$ cat src/rtl/alu_arb_pkg.sv
// Types and constants shared by the ALU arbiter.
package alu_arb_pkg;
    // Arbiter FSM: wait for a request, evaluate it, hold the result.
    typedef enum logic [1:0] {
        IDLE = 2'd0,
        EXEC = 2'd1,
        RESP = 2'd2
    } state_t;

    // Requester identifiers, also used as the rsp_id encoding.
    localparam logic ID_A = 1'b0;
    localparam logic ID_B = 1'b1;
endpackage

$ cat src/rtl/riscv_alu_constants.sv
// Operation encodings for the shared RISC-V style ALU.
// Every block that drives or decodes an alu_op imports these names
// instead of defining its own copies.
package riscv_alu_constants;
    localparam logic [3:0] ADD_OP      = 4'd0;
    localparam logic [3:0] SUB_OP      = 4'd1;
    localparam logic [3:0] AND_OP      = 4'd2;
    localparam logic [3:0] OR_OP       = 4'd3;
    localparam logic [3:0] XOR_OP      = 4'd4;
    localparam logic [3:0] LESS_OP     = 4'd5;
    localparam logic [3:0] LESS_U_OP   = 4'd6;
    localparam logic [3:0] LEFT_L_OP   = 4'd7;
    localparam logic [3:0] RIGHT_L_OP  = 4'd8;
    localparam logic [3:0] RIGHT_AR_OP = 4'd9;
endpackage

$ cat src/rtl/alu.sv
// Combinational 32-bit ALU. Shift amounts use op2[4:0] only; any op code
// without a dedicated case behaves as an add.
module alu
    import riscv_alu_constants::*;
(
    input  logic [3:0]  alu_op,
    input  logic [31:0] op1,
    input  logic [31:0] op2,
    output logic [31:0] result
);

    logic [4:0] shamt;

    assign shamt = op2[4:0];

    // Evaluate the selected operation; default covers unknown codes.
    always_comb begin
        result = op1 + op2;
        case (alu_op)
            ADD_OP:      result = op1 + op2;
            SUB_OP:      result = op1 - op2;
            AND_OP:      result = op1 & op2;
            OR_OP:       result = op1 | op2;
            XOR_OP:      result = op1 ^ op2;
            LESS_OP:     result = {31'd0, ($signed(op1) < $signed(op2))};
            LESS_U_OP:   result = {31'd0, (op1 < op2)};
            LEFT_L_OP:   result = op1 << shamt;
            RIGHT_L_OP:  result = op1 >> shamt;
            RIGHT_AR_OP: result = $unsigned($signed(op1) >>> shamt);
            default:     result = op1 + op2;
        endcase
    end

endmodule

$ cat src/rtl/alu_arbiter.sv
// Shares one ALU between requesters A and B. A request is accepted in IDLE,
// its operands are registered, evaluated in EXEC, and the registered result
// is held in RESP until the consumer takes it. Operations never overlap.
//
// Handshakes: a transfer happens on a rising edge where valid and ready are
// both high. Requesters hold valid and payload stable until they see ready;
// the response side holds rsp_valid and its payload stable until rsp_ready.
module alu_arbiter
    import alu_arb_pkg::*;
#(
    parameter bit FIXED_PRIORITY = 1'b0,
    parameter int CNT_W          = 16
) (
    input  logic             clk,
    input  logic             rst,
    input  logic             a_valid,
    output logic             a_ready,
    input  logic [31:0]      a_op1,
    input  logic [31:0]      a_op2,
    input  logic [3:0]       a_alu_op,
    input  logic             b_valid,
    output logic             b_ready,
    input  logic [31:0]      b_op1,
    input  logic [31:0]      b_op2,
    input  logic [3:0]       b_alu_op,
    output logic             rsp_valid,
    input  logic             rsp_ready,
    output logic             rsp_id,
    output logic [31:0]      rsp_result,
    output logic             rsp_zero,
    output logic             busy,
    output logic [CNT_W-1:0] ops_done,
    output logic [1:0]       dbg_state
);

    localparam logic [CNT_W-1:0] CNT_ONE = {{(CNT_W-1){1'b0}}, 1'b1};

    state_t             state_q;
    logic               rr_ptr_q;
    logic               gnt_id_q;
    logic [31:0]        op1_q;
    logic [31:0]        op2_q;
    logic [3:0]         alu_op_q;
    logic               rsp_valid_q;
    logic               rsp_id_q;
    logic [31:0]        rsp_result_q;
    logic               rsp_zero_q;
    logic [CNT_W-1:0]   ops_done_q;

    logic               in_idle;
    logic               gnt_id;
    logic [31:0]        alu_result;

    // A sole requester always wins; a tie goes to A under fixed priority,
    // otherwise to the side named by the round-robin pointer.
    function automatic logic pick_winner(input logic av, input logic bv, input logic pref);
        if (av && !bv) return ID_A;
        if (bv && !av) return ID_B;
        return FIXED_PRIORITY ? ID_A : pref;
    endfunction

    assign in_idle = (state_q == IDLE);
    assign gnt_id  = pick_winner(a_valid, b_valid, rr_ptr_q);
    assign a_ready = in_idle && a_valid && (gnt_id == ID_A);
    assign b_ready = in_idle && b_valid && (gnt_id == ID_B);

    assign rsp_valid  = rsp_valid_q;
    assign rsp_id     = rsp_id_q;
    assign rsp_result = rsp_result_q;
    assign rsp_zero   = rsp_zero_q;
    assign ops_done   = ops_done_q;
    assign busy       = !in_idle;
    assign dbg_state  = state_q;

    // The ALU only ever sees the captured operands, never live requester inputs.
    alu u_alu (
        .alu_op (alu_op_q),
        .op1    (op1_q),
        .op2    (op2_q),
        .result (alu_result)
    );

    // Arbiter FSM with registered response outputs and completion counter.
    always_ff @(posedge clk) begin
        if (rst) begin
            state_q      <= IDLE;
            rr_ptr_q     <= ID_A;
            gnt_id_q     <= ID_A;
            op1_q        <= '0;
            op2_q        <= '0;
            alu_op_q     <= '0;
            rsp_valid_q  <= 1'b0;
            rsp_id_q     <= ID_A;
            rsp_result_q <= '0;
            rsp_zero_q   <= 1'b0;
            ops_done_q   <= '0;
        end else begin
            case (state_q)
                IDLE: begin
                    if (a_ready) begin
                        op1_q    <= a_op1;
                        op2_q    <= a_op2;
                        alu_op_q <= a_alu_op;
                        gnt_id_q <= ID_A;
                        state_q  <= EXEC;
                    end else if (b_ready) begin
                        op1_q    <= b_op1;
                        op2_q    <= b_op2;
                        alu_op_q <= b_alu_op;
                        gnt_id_q <= ID_B;
                        state_q  <= EXEC;
                    end
                end
                EXEC: begin
                    rsp_result_q <= alu_result;
                    rsp_zero_q   <= (alu_result == 32'd0);
                    rsp_id_q     <= gnt_id_q;
                    rsp_valid_q  <= 1'b1;
                    state_q      <= RESP;
                end
                RESP: begin
                    if (rsp_ready) begin
                        rsp_valid_q <= 1'b0;
                        ops_done_q  <= ops_done_q + CNT_ONE;
                        rr_ptr_q    <= ~gnt_id_q;
                        state_q     <= IDLE;
                    end
                end
                default: state_q <= IDLE;
            endcase
        end
    end

endmodule

$ cat config.mk
export PLATFORM = sky130hd
export DESIGN_NAME = alu_arbiter
export DESIGN_NICKNAME = d
export VERILOG_FILES = /design/src/rtl/alu_arb_pkg.sv /design/src/rtl/riscv_alu_constants.sv /design/src/rtl/alu.sv /design/src/rtl/alu_arbiter.sv
export SDC_FILE = /design/constraint.sdc
export NUM_CORES = 1
export LEC_CHECK = 0
export CELL_PAD_IN_SITES_DETAIL_PLACEMENT = 1
export CELL_PAD_IN_SITES_GLOBAL_PLACEMENT = 1
export CORE_MARGIN = 4
export CORE_UTILIZATION = 42
export DETAILED_ROUTE_END_ITERATION = 10
export GPL_TIMING_DRIVEN = 1
export PLACE_DENSITY_LB_ADDON = 0.15
export SETUP_SLACK_MARGIN = 0.5
export SYNTH_ARGS = -nofsm -noshare
export SYNTH_HDL_FRONTEND = slang
export SYNTH_SLANG_ARGS = --single-unit
$ cat constraint.sdc
create_clock -name clk -period 5.8 [get_ports clk]
set_input_delay 1.16 -clock clk [delete_from_list [all_inputs] [get_ports clk]]
set_output_delay 1.16 -clock clk [all_outputs]
set_load 0.02 [all_outputs]
==> metrics.md <==
| Metric | Value |
|---|---|
| Status | `finished, final reports clean` |
| Die Area | `38800 sq um` |
| Grt ovf | `0` |
| Setup violators final | `0` |
| Max stage delay on crit path | `between 0.8 and 0.9 ns` |
| Drt via density | `6.99` |
| Number of I/O port buffers | `196` |
| Placed wire-length estimate | `60200 microns` |
| First-pass GRT wire length | `116000 microns` |
| CTS tree | `built` |
| Peak supply drop | `0.244 mV` |
| Slew Limit Fails | `0` |
| Max-capacitance violation count | `0` |
| Max FO, Critical Path | `23` |
| Clk_lat worst skew | `approximately 0.47 ns` |
| RSZ-0062 raised after global routing | `no` |
| CP delay by family, top | `compound AO/OA/AOI/OAI gates` |
| Data arrival, critical path | `5.44 ns` |
| Crit-path cells | `inv_2 > ha_1 > a222oi_1 > o22ai_1 > a221oi_1 > o21ai_1 > a211oi_1 > nand3_1 > nor4_2 > nand4b_1 > or4_1 > o31ai_2` |
| Sequential area share after synthesis | `~16%` |
| Mean Syn Cell Area | `7.49 sq um` |
| Ports | `197` |
| Largest net degree at the start of global routing | `just under 80` |
| Max clock buf depth | `2` |
| Hold Fails Final Rpt | `0` |
| Root Buffer | `clkbuf_16` |
| Routed Antenna Nets | `0` |
| PwrDens | `278 nW/um^2` |
| Post-synth EDFFs | `0` |
| Initial antenna violation count | `1` |
| Min Tclk post-route | `5.06 ns` |
| Initial Util | `between 40% and 50%` |
| Hold buffers post-CTS | `0` |
| Synth Instances | `around 2000` |
| Crit path capture type | `flip-flop` |
| TritonCTS Buffers | `17` |
| CTS clk-pin slew, worst paths | `0.06 ns` |
| Clk_skew | `0.0135 ns` |
| Post-synth top flop | `dfxtp_1` |
| Syn Std Cell Area | `15000 sq um` |
| Area growth syn-to-layout | `19.4%` |
| Gpl congestion | `approximately 1.1` |
| Core area | `34900 sq um` |
| Vias in the first global route | `17900` |
| Fin crit share | `~87%` |
| First-pass detailed-route iteration total | `8` |
| H-Tree Depth | `4` |
| Crit path kind | `flip-flop to flip-flop` |
| Nets | `2341` |
| Hold WC Path Type | `flip-flop to flip-flop` |
| CTS sink cnt | `approximately 120` |
| Crit path launch type | `flip-flop` |
| Leak Pwr | `between 0.006 and 0.007 uW` |
| CP required | `between 6 and 7 ns` |
| Syn_nets | `2243` |
| Syn. warnings | `0` |
| Vias | `roughly 18000` |
| Total GRT Usage | `39.3%` |
| DRT iter0 DRCs | `approximately 2100` |
| Total Routed Length | `78700 microns` |
| Achievable Freq | `198 MHz` |
| Count of cell types in the netlist | `98` |
| Setup TNS | `0 ns` |
| Number of synthesized register bits | `123` |
| Routed wire length per instance | `~30 microns` |
| Residual DRC count | `0` |
| Placement Rows | `68` |
| Total power draw | `4970 uW` |
| Die Y | `197 microns` |
| Slew @ Worst Pin | `1.16 ns` |
| Critical-path top delay cell | `a222oi_1` |
| Die outline width | `197 microns` |
| Layout cells sized above 1 | `11.4%` |
| Relative slew slack | `21.8%` |
| Crit path buf inv count | `1` |
| Async SR Flop Fraction | `0%` |
-- synth_stat cells, types with 8 or more instances --
cell	count	area (sq um)
nand2_1	269	1010
ha_1	98	1230
o2111ai_1	8	70.1
nor3_1	44	220
o21bai_1	13	97.6
clkbuf_1	141	529
dfxtp_1	123	2460
inv_1	102	383
a2111oi_0	11	96.3
mux4_2	61	1370
a311oi_1	73	639
a31oi_1	23	144
buf_1	16	60.1
nor2_1	220	826
a211oi_1	41	308
o21ai_0	83	415
and3_1	12	75.1
mux2i_1	38	380
nor3b_1	8	60.1
a21oi_1	115	576
nand3_1	41	205
nand4_1	24	150
mux2_2	18	203
and2_1	9	56.3
nor4_1	12	75.1
o31ai_1	12	90.1
a221oi_1	16	140
a21o_1	19	143
buf_2	17	85.1
xnor2_1	12	105
or3_1	13	81.3
o211a_1	8	80.1
xor2_1	8	70.1
o211ai_1	26	195
o221ai_1	13	114
o21a_1	8	60.1
nor2b_1	23	144
a22oi_1	16	120
nand2b_1	14	87.6
buf_4	12	90.1
o31a_1	9	78.8
nor4b_1	10	87.6
o22ai_1	18	113
-- logic make-up after synthesis --
| logic type | after synthesis | share of synthesized area, % |
|---|---|---|
| flip-flops | 123 | 16.4 |
| AO/OA/AOI/OAI | 596 | 28.5 |
| adder cells (fa/ha/maj) | 100 | 8.45 |
| AND/OR/NAND/NOR | 736 | 22.7 |
| XOR/XNOR | 20 | 1.17 |
| buffers and inverters | 296 | 8.24 |
| multiplexers | 131 | 14.6 |
-- worst reg2reg max path, cell delays in order, from the launching register on --
cell      delay [ns]
dfxtp_4         0.61
inv_2           0.29
ha_1            0.32
a222oi_1        0.83
o22ai_1         0.28
a221oi_1        0.47
o21ai_1         0.12
a211oi_1        0.51
nand3_1         0.17
nor4_2          0.47
nand4b_1        0.15
or4_1           0.51
o31ai_2         0.24
-- state kept, by name, summed over array words and instances, names as in the netlist --
name,count
rsp_id,1
dbg_state,2
rsp_zero,1
rsp_valid,1
gnt_id_q,1
rsp_result,32
rr_ptr_q,1
alu_op_q,4
ops_done,16
op1_q,32
op2_q,32
-- stage by stage --
step | hold slack [ns] | worst slack, ns | utilization, % | std cells | cell area, sq um
final | 0.459 | 0.739 | 51.3 | 2570 | 17900
after global placement | 0.441 | 0.694 | 49.6 | 2535 | 17300
after global routing | 0.488 | 0.601 | 51.3 | 2568 | 17900
after floorplan | 0.445 | 1.45 | - | 2002 | 15000
after detailed placement | 0.456 | 0.721 | 49.6 | 2535 | 17300
after CTS | 0.464 | 0.644 | 51.2 | 2567 | 17900
-- worst paths after layout --
kind	start	endpoint	slack [ns]	depth (start not counted)
worst max-delay path	op2_q[0]	rsp_zero	0.74	12
worst max register to register	op2_q[0]	rsp_zero	0.74	12
worst min register to register	rsp_result[6]	rsp_result[6]	0.46	2
worst min-delay path	rsp_result[6]	rsp_result[6]	0.46	2
-- per-layer routing --
metal	GRT usage, %	vias up	wire length [microns]
li1	-	7666	-
met2	59.0	1149	33500
met5	0	-	0
met1	50.8	8846	31100
met3	11.8	298	8820
met4	21.1	0	5270
-- where the power goes --
group	leakage, uW	switching [uW]	internal [uW]	total (uW)
Clock	0.000275	476	597	1070
Combinational	0.00537	1800	1000	2800
Sequential	0.00102	165	935	1100
Total	0.00666	2440	2530	4970
-- area by class of cell --
cell class | count | area (sq um)
inverter | 104 | 390
clock buffer | 18 | 429
clock inverter | 14 | 135
multi-input combinational | 1583 | 11400
antenna | 2 | 5.00
sequential | 123 | 2470
tap | 455 | 569
fill | 4296 | 17000
timing repair buffer | 271 | 2530
-- cells in the final DEF (no fill, tap or decap), types with 13 or more instances in the layout --
cell type / n
a211oi_1: 41
a21o_1: 19
a21oi_1: 115
a221oi_1: 16
a22oi_1: 16
a311oi_1: 73
a31oi_1: 23
buf_4: 75
clkbuf_16: 17
clkdlybuf4s50_1: 195
dfxtp_1: 118
ha_1: 98
inv_1: 102
mux2_2: 18
mux2i_1: 38
mux4_2: 61
nand2_1: 268
nand2b_1: 14
nand3_1: 40
nand4_1: 24
nor2_1: 220
nor2b_1: 22
nor3_1: 44
o211ai_1: 26
o21ai_0: 82
o21bai_1: 13
o221ai_1: 13
o22ai_1: 18
or3_1: 13
-- timing repair --
item	in CTS	in global routing
setup endpoints to repair	0	1
resized for setup	0	3
buffers inserted	0	1
(Power assumes the default switching activity.)
